<file path="config.mk">
export PLATFORM = sky130hd
export DESIGN_NAME = ssd_driver
export DESIGN_NICKNAME = d
export VERILOG_FILES = /design/src/rtl/ssd_pkg.sv /design/src/rtl/ssd_driver_bin2bcd_seq.sv /design/src/rtl/ssd_driver.sv
export SDC_FILE = /design/constraint.sdc
export NUM_CORES = 1
export LEC_CHECK = 0
export CAP_MARGIN = 25
export CORE_ASPECT_RATIO = 1.2
export CORE_MARGIN = 3
export CORE_UTILIZATION = 25
export CTS_BUF_LIST = sky130_fd_sc_hd__clkbuf_4 sky130_fd_sc_hd__clkbuf_8 sky130_fd_sc_hd__clkbuf_16
export DETAILED_ROUTE_END_ITERATION = 10
export SYNTH_ARGS = -nofsm -noshare
export SYNTH_HDL_FRONTEND = slang
export SYNTH_SLANG_ARGS = --single-unit
</file>
<file path="constraint.sdc">
create_clock -name clk -period 2.8 [get_ports clk]
set_input_delay 0.56 -clock clk [delete_from_list [all_inputs] [get_ports clk]]
set_output_delay 0.56 -clock clk [all_outputs]
set_load 0.03 [all_outputs]
</file>
<file path="src/rtl/ssd_pkg.sv">
// ssd_pkg: converter state type, display constants and the digit-to-segment encoder.
// Rev 1.0
`default_nettype none

package ssd_pkg;

    typedef enum logic [1:0] {
        IDLE  = 2'd0,
        SHIFT = 2'd1,
        LOAD  = 2'd2
    } conv_state_e;

    localparam int NUM_DIGITS = 4;
    localparam int VAL_W      = 13;
    localparam int BCD_W      = 16;

    localparam logic [6:0] SEG_BLANK = 7'h7F;

    // Active-low common-anode codes, bit order {g,f,e,d,c,b,a}.
    function automatic logic [6:0] seg_encode(input logic [3:0] digit);
        logic [6:0] seg;
        case (digit)
            4'd0:    seg = 7'b1000000;
            4'd1:    seg = 7'b1111001;
            4'd2:    seg = 7'b0100100;
            4'd3:    seg = 7'b0110000;
            4'd4:    seg = 7'b0011001;
            4'd5:    seg = 7'b0010010;
            4'd6:    seg = 7'b0000010;
            4'd7:    seg = 7'b1111000;
            4'd8:    seg = 7'b0000000;
            4'd9:    seg = 7'b0010000;
            default: seg = SEG_BLANK;
        endcase
        return seg;
    endfunction

endpackage

`default_nettype wire

</file>
<file path="src/rtl/ssd_driver_bin2bcd_seq.sv">
// bin2bcd_seq: sequential double-dabble converter; publishes a new BCD result atomically.
// Rev 1.0
`default_nettype none

module bin2bcd_seq
    import ssd_pkg::*;
(
    input  logic             clk,
    input  logic             rst,
    input  logic [VAL_W-1:0] value_i,
    output logic [BCD_W-1:0] bcd_o,
    output logic             busy_o
);

    conv_state_e      state_q, state_d;
    logic [VAL_W-1:0] bin_q, bin_d;
    logic [BCD_W-1:0] bcd_q, bcd_d;
    logic [3:0]       bit_cnt_q, bit_cnt_d;
    logic [VAL_W-1:0] last_val_q, last_val_d;
    logic             first_q, first_d;
    logic [BCD_W-1:0] disp_q, disp_d;
    logic [BCD_W-1:0] adj;

    always_ff @(posedge clk or negedge rst) begin
        if (!rst) begin
            state_q    <= IDLE;
            bin_q      <= '0;
            bcd_q      <= '0;
            bit_cnt_q  <= '0;
            last_val_q <= '0;
            first_q    <= 1'b1;
            disp_q     <= '0;
        end else begin
            state_q    <= state_d;
            bin_q      <= bin_d;
            bcd_q      <= bcd_d;
            bit_cnt_q  <= bit_cnt_d;
            last_val_q <= last_val_d;
            first_q    <= first_d;
            disp_q     <= disp_d;
        end
    end

    always_comb begin
        state_d    = state_q;
        bin_d      = bin_q;
        bcd_d      = bcd_q;
        bit_cnt_d  = bit_cnt_q;
        last_val_d = last_val_q;
        first_d    = first_q;
        disp_d     = disp_q;

        adj = bcd_q;
        for (int k = 0; k < BCD_W / 4; k++) begin
            if (bcd_q[4*k +: 4] >= 4'd5) begin
                adj[4*k +: 4] = bcd_q[4*k +: 4] + 4'd3;
            end
        end

        case (state_q)
            IDLE: begin
                if (first_q || (value_i != last_val_q)) begin
                    bin_d      = value_i;
                    bcd_d      = '0;
                    bit_cnt_d  = '0;
                    first_d    = 1'b0;
                    last_val_d = value_i;
                    state_d    = SHIFT;
                end
            end
            SHIFT: begin
                // The adjusted BCD never overflows its top bit for 13-bit inputs.
                {bcd_d, bin_d} = {adj[BCD_W-2:0], bin_q, 1'b0};
                bit_cnt_d      = bit_cnt_q + 4'd1;
                if (bit_cnt_q == 4'(VAL_W - 1)) begin
                    state_d = LOAD;
                end
            end
            LOAD: begin
                disp_d  = bcd_q;
                state_d = IDLE;
            end
            default: state_d = IDLE;
        endcase
    end

    assign bcd_o  = disp_q;
    assign busy_o = (state_q != IDLE);

endmodule

`default_nettype wire

</file>
<file path="src/rtl/ssd_driver.sv">
// ssd_driver: four-digit multiplexed common-anode seven-segment driver for a 13-bit value.
// Rev 1.0
`default_nettype none

module ssd_driver
    import ssd_pkg::*;
#(
    parameter int DIGIT_CYCLES = 100000,
    parameter int BLANK_LZ     = 1
) (
    input  logic                  clk,
    input  logic                  rst,
    input  logic [VAL_W-1:0]      value_i,
    output logic [NUM_DIGITS-1:0] anode_o,
    output logic [6:0]            seg_o,
    output logic                  busy_o
);

    localparam int CNT_W = (DIGIT_CYCLES > 1) ? $clog2(DIGIT_CYCLES) : 1;
    localparam logic [CNT_W-1:0] CNT_LAST = CNT_W'(DIGIT_CYCLES - 1);

    logic [BCD_W-1:0]      disp_bcd;
    logic [CNT_W-1:0]      cnt_q, cnt_d;
    logic [1:0]            idx_q, idx_d;
    logic [NUM_DIGITS-1:0] anode_q, anode_d;
    logic [6:0]            seg_q, seg_d;
    logic [3:0]            digit;
    logic [NUM_DIGITS:0]   blank;

    bin2bcd_seq u_conv (
        .clk     (clk),
        .rst     (rst),
        .value_i (value_i),
        .bcd_o   (disp_bcd),
        .busy_o  (busy_o)
    );

    always_ff @(posedge clk or negedge rst) begin
        if (!rst) begin
            cnt_q   <= '0;
            idx_q   <= '0;
            anode_q <= '1;
            seg_q   <= SEG_BLANK;
        end else begin
            cnt_q   <= cnt_d;
            idx_q   <= idx_d;
            anode_q <= anode_d;
            seg_q   <= seg_d;
        end
    end

    always_comb begin
        cnt_d = cnt_q + 1'b1;
        idx_d = idx_q;
        if (cnt_q == CNT_LAST) begin
            cnt_d = '0;
            idx_d = idx_q + 2'd1;
        end

        // blank[k] means digit k and every digit above it are zero; the top sentinel seeds the chain.
        blank             = '0;
        blank[NUM_DIGITS] = 1'b1;
        for (int k = NUM_DIGITS - 1; k > 0; k--) begin
            blank[k] = (disp_bcd[4*k +: 4] == 4'd0) && blank[k+1];
        end

        digit   = disp_bcd[{idx_q, 2'b00} +: 4];
        anode_d = ~(NUM_DIGITS'(1) << idx_q);
        if ((BLANK_LZ != 0) && blank[idx_q]) begin
            seg_d = SEG_BLANK;
        end else begin
            seg_d = seg_encode(digit);
        end
    end

    assign anode_o = anode_q;
    assign seg_o   = seg_q;

endmodule

`default_nettype wire
</file>
==> results of run 1 <==
-- where the power goes --
group	total, W	switching, W	internal (W)
combinational	0.00181	0.000926	0.000885
sequential	0.00219	0.000343	0.00185
clock	0.00125	0.000521	0.000727
total	0.00525	0.00179	0.00346
-- flip-flops by register name, summed over array words and instances, names as in the netlist --
name,flops
cnt_q,17
u_conv.bcd_o,16
u_conv.bcd_q,16
u_conv.bin_q,13
u_conv.last_val_q,13
seg_o,7
anode_o,4
u_conv.bit_cnt_q,4
idx_q,2
u_conv.state_q,2
u_conv.first_q,1
-- cells by family after synthesis --
family                   count (synthesis)  share of synthesized area
multiplexers                            35                     0.0897
buffers and inverters                   40                     0.0346
XOR/XNOR                                35                     0.0662
AND/OR/NAND/NOR                        136                      0.140
AO/OA/AOI/OAI                           76                     0.0988
flip-flops                              95                      0.516
adder cells (fa/ha/maj)                 20                     0.0540
-- metal layers --
metal	global-route usage	vias to the layer above	wire [µm]
met4	0.0243	0	78
met5	0	-	0
met2	0.160	41	4520
met1	0.117	1569	4100
met3	0.0299	7	295
li1	-	1581	-
-- metrics by stage --
stage	utilization	cell area [µm²]	hold slack, ps
6_report	0.313	5590	157
3_3_place_gp	0.294	5250	470
5_1_grt	0.313	5590	183
4_1_cts	0.311	5550	391
2_1_floorplan	-	4630	264
3_5_place_dp	0.294	5250	478
-- placed cells by master, fill, tap and decap left out, types with 4 or more instances in the layout --
master | Yosys | routed
a21oi_1 | 24 | 24
a221o_1 | 11 | 11
and2_1 | 4 | 4
buf_4 | 0 | 23
clkbuf_16 | 0 | 9
clkdlybuf4s50_1 | 0 | 25
dfrtp_1 | 83 | 83
dfstp_2 | 12 | 12
ha_1 | 20 | 20
inv_1 | 20 | 20
mux2_2 | 21 | 21
mux2i_1 | 10 | 10
nand2_1 | 64 | 64
nand2b_1 | 7 | 7
nand3_1 | 11 | 11
nand4_1 | 7 | 7
nor2_1 | 20 | 19
nor4_1 | 5 | 5
o21ai_0 | 33 | 33
xnor2_1 | 26 | 26
xor2_1 | 9 | 9
-- cell type report --
type | count | area, µm² | area share
well taps | 220 | 275 | 0.0493
flip-flops and latches | 95 | 2390 | 0.428
multi-input cells | 302 | 2080 | 0.373
repair buffers | 50 | 458 | 0.0820
inverters | 20 | 75.1 | 0.0134
clock inverters | 5 | 56.3 | 0.0101
clock buffers | 11 | 246 | 0.0441
-- worst min-delay path by stage --
| stage | start | end | slack, ps | cells after the start |
|---|---|---|---|---|
| after global routing | rst | u_conv.bcd_o[13] | 180 | 1 |
| after global placement | cnt_q[4] | cnt_q[4] | 470 | 1 |
| after detailed placement | cnt_q[4] | cnt_q[4] | 480 | 1 |
| after floorplan | rst | cnt_q[0] | 260 | 0 |
| after CTS | rst | u_conv.bcd_o[13] | 390 | 1 |
| final | rst | u_conv.bcd_o[12] | 160 | 1 |
-- worst register-to-register path: stages, from the launching register on --
cell	delay (ps)
dfrtp_1	420
or4b_1	510
or4b_1	520
nor4_1	160
and3_2	230
mux2_1	310
==> impl_metrics.py, run 1 <==
metrics = {
    "setup_path": {
        "cp.depth": 8,
        "crit_start": "value_i[3]",
        "critPathBufInv": 3,
        "worstSetupStartpointType": "input pin",
        "slowest_delay_ps": 510,
        "r2r-start": "cnt_q[13]",
        "worstPathCellList": "clkdlybuf4s50_1, xnor2_1, nand4_1, nor4b_1, buf_4, nor2_2, buf_8, a221o_1",
        "crit_fanout": 15,
        "worst-r2r-cell-count": 5,
        "path_delay_family": "buffers and inverters",
        "cp.arrival_ps": 2610,
        "crit_slowest_cell": "clkdlybuf4s50_1",
        "endpoint": "u_conv.bin_q[2]",
        "crit_type": "in -> reg",
        "r2r_slack_ps": 530,
        "worstPathRequired_ps": 3030,
        "crit_path_end_kind": "flip-flop",
        "rr_endpoint": "idx_q[1]",
    },
    "cts": {
        "clockBufferDepth": 2,
        "post_cts_resize_count": 0,
        "htree_levels": 3,
        "cts_buffers": 9,
        "cts.sinks": 95,
        "cts_tree": "built",
        "clock-root-buffer": "clkbuf_16",
        "postCtsSetupBuffers": 0,
        "ctsHoldBuffers": 0,
        "cts.clk_slew.worst_paths_ps": 70,
        "clock_latency_ps": 350,
    },
    "timing": {
        "worst_slew_pin_slew_ps": 865,
        "grt_setup_unrepaired": "no",
        "period_minus_slack_ps": 2380,
        "min_period_over_period": 0.849,
        "setup_viol": 0,
        "fin_tns_setup_ps": 0,
        "slew_violations": 0,
        "slew-limit-headroom": 0.423,
        "finalHoldViolCount": 0,
        "finClkSkew_ps": 12.5,
        "fin_ws_ps": 422,
        "max_freq_ghz": 0.420,
    },
    "routing": {
        "wire_per_inst_um": 12.8,
        "drtAntennaViolNets": 0,
        "dr.pass1.iters": 4,
        "drt_iter0_drc": 137,
        "remaining_drc_errors": 0,
        "viasPerCell": 4.55,
        "vias": 3198,
        "finalWirelength_mm": 9.00,
    },
    "floorplan": {
        "rows": 53,
        "fp.dieH_um": 155,
        "coreArea_um2": 17800,
        "ioPinCount": 27,
        "fp.dieW_um": 130,
        "start_util": 0.260,
        "dieArea_um2": 20200,
    },
    "hold_path": {
        "hp-class": "in -> async",
    },
    "job": {
        "maxCapViolCount": 0,
    },
    "grt": {
        "grt_start_max_net_pins": 75,
        "antenna_found_initial": 0,
        "grt_use_total": 0.0950,
        "grt_overflow": 0,
        "grt_pass1_vias": 3289,
        "grt_pass1_wl_mm": 15.6,
    },
    "synthesis": {
        "avgSynthCellArea_um2": 10.6,
        "synthCells": 437,
        "synth_edf_count": 0,
        "synth.area.top_cells": "dfrtp_1, dfstp_2, ha_1",
        "yosysWarningCount": 0,
        "yosys.area.top_type": "dfrtp_1",
        "ys_seq_elements": 95,
        "ys.flop_type": "dfrtp_1",
        "syn_area_um2": 4630,
        "yosysUniqueCellTypes": 38,
        "synth_top_area_frac": 0.448,
        "synth.most_common_cell": "dfrtp_1",
        "synth_commonest_cells": "dfrtp_1, nand2_1, o21ai_0",
        "async_reset_ff_frac": 1.00,
        "synth_fp_nets": 472,
        "seq_area_frac_synth": 0.516,
    },
    "final_layout": {
        "stdcell_count": 703,
        "fill_cells": 1773,
        "layout-drive-gt1-share": 0.168,
        "diodes": 0,
        "nNetsFinal": 513,
        "syn_to_final_growth_pct": 20.6,
    },
    "pwr": {
        "ir_drop_mv": 0.397,
        "power.leakage_nw": 2.40,
        "p_total_w": 0.00525,
        "p_per_area_nw_per_um2": 940,
    },
    "place": {
        "hpwl_mm": 6.32,
        "io_buffers": 26,
        "place_ws_ps": -184,
        "dpl.cell_count": 685,
        "gp_congestion": 0.792,
    },
    "run_status": {
        "status": "finished, final reports clean",
    },
}
(Power assumes the default switching activity.)
==> run 2: changes to the inputs <==
clock period = 2 ns   (was 2.8 ns; I/O delays follow)
==> run 2 against run 1 <==
  * The run now ends with negative setup slack left
  * Core utilization grew 1.8 points
  * Count of clock-buffer cells in the layout is the same
  * Sequential power grew 41%
  * Via count grew 4.5%
  * Non-clock buffer count grew 23
  * Clock skew shrank 4.5 ps
  * Total power grew 42%
  * First-iteration DRC count shrank 8.0%
  * Global-route usage grew 0.22 points
  * Setup slack lost 680 ps
  * Clock power grew 38%
  * Largest cell class unchanged
==> impl_metrics.py, run 2 (synthesis gave the netlist of run 1 again) <==
metrics = {
    "floorplan": {
        "fp.dieW_um": 130,
        "rows": 53,
        "coreArea_um2": 17800,
        "ioPinCount": 27,
        "start_util": 0.260,
        "fp.dieH_um": 155,
        "dieArea_um2": 20200,
    },
    "setup_path": {
        "crit_path_end_kind": "flip-flop",
        "worstPathRequired_ps": 2220,
        "r2r-start": "cnt_q[12]",
        "endpoint": "idx_q[1]",
        "cp.arrival_ps": 2480,
        "critPathBufInv": 0,
        "worstPathCellList": "or4b_4, or4b_4, nor4_4, and3_4, mux2_1",
        "r2r_slack_ps": -260,
        "crit_start": "cnt_q[12]",
        "crit_type": "reg -> reg",
        "crit_fanout": 3,
        "path_delay_family": "simple AND/OR/NAND/NOR gates",
        "rr_endpoint": "idx_q[1]",
        "worstSetupStartpointType": "flip-flop",
        "crit_slowest_cell": "or4b_4",
        "slowest_delay_ps": 540,
        "cp_common_cell": "or4b_4",
        "worst-r2r-cell-count": 5,
        "cp.depth": 5,
    },
    "pwr": {
        "p_per_area_nw_per_um2": 1270,
        "ir_drop_mv": 0.451,
        "p_total_w": 0.00748,
        "power.leakage_nw": 2.67,
    },
    "cts": {
        "cts_tree": "built",
        "cts_buffers": 9,
        "cts.clk_slew.worst_paths_ps": 70,
        "clockBufferDepth": 2,
        "ctsHoldBuffers": 0,
        "clock_latency_ps": 340,
        "clock-root-buffer": "clkbuf_16",
        "htree_levels": 3,
        "cts.sinks": 95,
    },
    "routing": {
        "viasPerCell": 4.60,
        "wire_per_inst_um": 12.7,
        "finalWirelength_mm": 9.21,
        "remaining_drc_errors": 0,
        "dr.pass1.iters": 4,
        "drt_iter0_drc": 126,
        "drtAntennaViolNets": 0,
        "vias": 3341,
    },
    "final_layout": {
        "nNetsFinal": 536,
        "diodes": 0,
        "layout.area.seq_um2": 2390,
        "syn_to_final_growth_pct": 27.4,
        "fill_cells": 1775,
        "largest_reg_flops": 17,
        "regMostFlops": "cnt_q",
        "final_common_cell": "dfrtp_1",
        "layout-drive-gt1-share": 0.221,
        "multiInputGateArea_um2": 2140,
        "final_cell_mix": "dfrtp_1, nand2_1, buf_4",
    },
    "timing": {
        "fin_ws_ps": -257,
        "min_period_over_period": 1.13,
        "slew_violations": 0,
        "slew-limit-headroom": 0.659,
        "fin_tns_setup_ps": -2370,
        "finClkSkew_ps": 8.06,
        "period_minus_slack_ps": 2260,
        "finalHoldViolCount": 0,
        "setup_viol": 11,
        "max_freq_ghz": 0.443,
        "grt_setup_unrepaired": "yes",
        "worst_slew_pin_slew_ps": 511,
    },
    "job": {
        "maxCapViolCount": 0,
    },
    "grt": {
        "grt_overflow": 0,
        "grt_use_total": 0.0973,
        "grt_start_max_net_pins": 96,
        "antenna_found_initial": 0,
        "grt_pass1_vias": 3445,
        "grt_pass1_wl_mm": 16.0,
    },
    "run_status": {
        "violations": "negative setup slack",
        "status": "finished, violations left",
    },
    "place": {
        "gp_congestion": 0.780,
        "place_ws_ps": -510,
        "io_buffers": 26,
        "hpwl_mm": 6.38,
    },
    "hold_path": {
        "hp-class": "in -> async",
    },
}
[run 2: changes by cell type in the layout (fill, tap and decap cells not counted), sizes merged]
| cell | previous run | this run |
|---|---|---|
| clkbuf | 11 | 13 |
| dlymetal6s2s | 0 | 13 |
| clkinv | 2 | 4 |
| clkinvlp | 1 | 0 |
| clkdlybuf4s50 | 25 | 11 |
| inv | 21 | 20 |
| buf | 25 | 47 |
[run 2: report_power, final]
group | switching [W] | leakage (nW) | internal, W | total (W)
clock network | 0.000706 | 0.153 | 0.00102 | 0.00172
logic | 0.00133 | 1.33 | 0.00135 | 0.00268
registers | 0.000492 | 1.19 | 0.00259 | 0.00308
total | 0.00252 | 2.67 | 0.00495 | 0.00748
[run 2: what timing repair did]
| action | CTS | global route |
|---|---|---|
| buffers inserted | 1 | 6 |
| cloned | 0 | 2 |
| pin swaps | 2 | 9 |
| endpoints found under the setup margin | 27 | 37 |
| endpoints found under the hold margin | 0 | 0 |
| resized for setup | 2 | 25 |
[run 2: metal layers]
| metal | vias up | track usage | part of all wire |
|---|---|---|---|
| met2 | 56 | 0.164 | 0.50 |
| met4 | 0 | 0.0347 | 0.014 |
| met1 | 1641 | 0.120 | 0.45 |
| met5 | - | 0 | 0 |
| met3 | 13 | 0.0251 | 0.036 |
| li1 | 1631 | - | - |
[run 2: how the worst min path moves through the flow]
| stage | to | cells after the start | startpoint | slack (ps) |
|---|---|---|---|---|
| after floorplan | cnt_q[0] | 0 | rst | 100 |
| after global placement | cnt_q[4] | 1 | cnt_q[4] | 470 |
| after detailed placement | cnt_q[4] | 1 | cnt_q[4] | 480 |
| after CTS | u_conv.bcd_o[13] | 2 | rst | 120 |
| after global routing | u_conv.bcd_o[13] | 2 | rst | 140 |
| final | u_conv.bcd_o[13] | 2 | rst | 80 |
[run 2: cell type report]
type                       instances  area share
timing repair buffer              73       0.121
sequential                        95       0.405
tap                              220      0.0466
inverter                          20      0.0127
clock inverter                     5     0.00975
multi-input combinational        302       0.363
clock buffer                      11      0.0418
[run 2: worst register-to-register path, stage by stage, from the launching register on]
cell and delay [ps]:
dfrtp_1 380, or4b_4 530, or4b_4 540, nor4_4 140, and3_4 230, mux2_1 310
[run 2: through the flow]
stage | util | cells | hold WS (ps) | cell area [µm²]
after floorplan | - | 437 | 104 | 4640
after global placement | 0.301 | 700 | 474 | 5370
after detailed placement | 0.302 | 701 | 478 | 5390
after CTS | 0.320 | 718 | 120 | 5710
after global routing | 0.331 | 726 | 140 | 5900
final | 0.331 | 726 | 80.7 | 5900
==> run 3: changes to the inputs <==
SKIP_LAST_GASP = 1   (was default)
==> run 3 against run 2 <==
  * The run still ends with negative setup slack left
  * Sequential cell count is the same
  * Largest cell class unchanged
  * Total power is essentially flat
  * Sequential power is essentially flat
  * Combinational power is essentially flat
  * Worst hold slack is the same
  * Non-clock buffer count is the same
  * Highest routed layer unchanged
  * Register-to-register slack is essentially flat
  * Final cell count is the same
  * Cell area is essentially flat
  * Via count is the same
==> impl_metrics.py, run 3 (synthesis gave the netlist of run 1 again) <==
metrics = {
    "run_status": {
        "status": "finished, violations left",
        "violations": "negative setup slack",
    },
    "job": {
        "maxCapViolCount": 0,
    },
    "final_layout": {
        "final_cell_mix": "dfrtp_1, nand2_1, buf_4",
        "nNetsFinal": 536,
        "syn_to_final_growth_pct": 27.3,
        "layout-drive-gt1-share": 0.221,
        "final_common_cell": "dfrtp_1",
        "final_area_um2": 5900,
        "diodes": 0,
        "regMostFlops": "cnt_q",
        "largest_reg_flops": 17,
    },
    "place": {
        "dpl_cell_area_um2": 5390,
        "hpwl_mm": 6.38,
        "io_buffers": 26,
        "gp_congestion": 0.780,
    },
    "grt": {
        "grt_use_total": 0.0973,
        "antenna_found_initial": 0,
        "grt_pass1_vias": 3445,
        "grt_overflow": 0,
        "grt_start_max_net_pins": 96,
        "grt_pass1_wl_mm": 16.0,
    },
    "cts": {
        "cts_tree": "built",
        "htree_levels": 3,
        "clock-root-buffer": "clkbuf_16",
        "cts.sinks": 95,
        "cts_buffers": 9,
        "cts.clk_slew.worst_paths_ps": 70,
        "clockBufferDepth": 2,
        "clock_latency_ps": 340,
    },
    "routing": {
        "remaining_drc_errors": 0,
        "drt_iter0_drc": 126,
        "viasPerCell": 4.60,
        "finalWirelength_mm": 9.21,
        "vias": 3341,
        "wire_per_inst_um": 12.7,
        "dr.pass1.iters": 4,
        "drtAntennaViolNets": 0,
    },
    "timing": {
        "fin_ws_ps": -257,
        "max_freq_ghz": 0.443,
        "worst_slew_pin_slew_ps": 511,
        "slew_violations": 0,
        "finalHoldViolCount": 0,
        "grt_setup_unrepaired": "yes",
        "period_minus_slack_ps": 2260,
        "slew-limit-headroom": 0.659,
        "min_period_over_period": 1.13,
        "setup_viol": 11,
        "finClkSkew_ps": 8.06,
    },
    "floorplan": {
        "fp.dieH_um": 155,
        "start_util": 0.260,
        "fp.dieW_um": 130,
        "coreArea_um2": 17800,
        "rows": 53,
        "dieArea_um2": 20200,
        "ioPinCount": 27,
    },
    "setup_path": {
        "crit_path_end_kind": "flip-flop",
        "crit_start": "cnt_q[12]",
        "crit_fanout": 3,
        "r2r-start": "cnt_q[12]",
        "worstPathRequired_ps": 2220,
        "worstSetupStartpointType": "flip-flop",
        "cp.arrival_ps": 2480,
        "crit_type": "reg -> reg",
    },
    "pwr": {
        "p_total_w": 0.00748,
        "power.leakage_nw": 2.66,
        "p_per_area_nw_per_um2": 1270,
        "ir_drop_mv": 0.451,
    },
    "hold_path": {
        "hp-class": "in -> async",
    },
}
==> run 3: cell count changes in the layout (fill, tap and decap cells not counted), sizes merged <==
| cell | previous run | this run |
|---|---|---|
| clkdlybuf4s50 | 11 | 12 |
| dlymetal6s2s | 13 | 12 |
==> run 3: layer usage <==
| layer | share of wire | vias up | global-route usage |
|---|---|---|---|
| met2 | 0.50 | 56 | 0.164 |
| met3 | 0.037 | 13 | 0.0251 |
| met4 | 0.014 | 0 | 0.0347 |
| met1 | 0.45 | 1641 | 0.120 |
| met5 | 0 | - | 0 |
| li1 | - | 1631 | - |
==> run 3: layout make-up <==
type | count | area, µm²
Fill cell | 1776 | 11900
Sequential cell | 95 | 2390
Multi-Input combinational cell | 302 | 2140
Timing Repair Buffer | 73 | 709
Tap cell | 220 | 275
Clock buffer | 11 | 246
Inverter | 20 | 75.1
Clock inverter | 5 | 57.6
==> run 3: worst paths after layout <==
path                                    end  slack [ps]  cells after the start
max                                idx_q[1]        -260                      5
min                        u_conv.bcd_o[13]          80                      2
max reg2reg                        idx_q[1]        -260                      5
min reg2reg                        cnt_q[4]         480                      1
max in group asynchronous    u_conv.first_q        1490                      2
min in group clk            u_conv.bin_q[6]         460                      3
==> run 3: worst max-delay path, stage by stage (launching register included) <==
cell and delay (ps):
dfrtp_1 380, or4b_4 530, or4b_4 540, nor4_4 140, and3_4 230, mux2_1 310
==> run 3: power breakdown <==
part / switching (W) / leakage [nW] / internal, W
sequential: 0.000492 / 1.19 / 0.00259
clock: 0.000706 / 0.153 / 0.00102
combinational: 0.00133 / 1.32 / 0.00135
==> run 3: through the flow <==
step	utilization	std cells	setup WS, ps	TNS [ps]	hold WS (ps)
final	0.331	726	-257	-2370	80.7
after CTS	0.320	718	-298	-2370	120
after detailed placement	0.302	701	-510	-16400	478
after global routing	0.331	726	-325	-3530	140
after floorplan	-	437	-150	-173	104
after global placement	0.301	700	-773	-31180	474
==> run 3: repair_timing <==
action	CTS	global route
gates cloned	0	2
hold buffers	0	0
buffers inserted	1	6
setup endpoints to repair	27	37
gates resized for setup	2	24
pin swaps	2	9
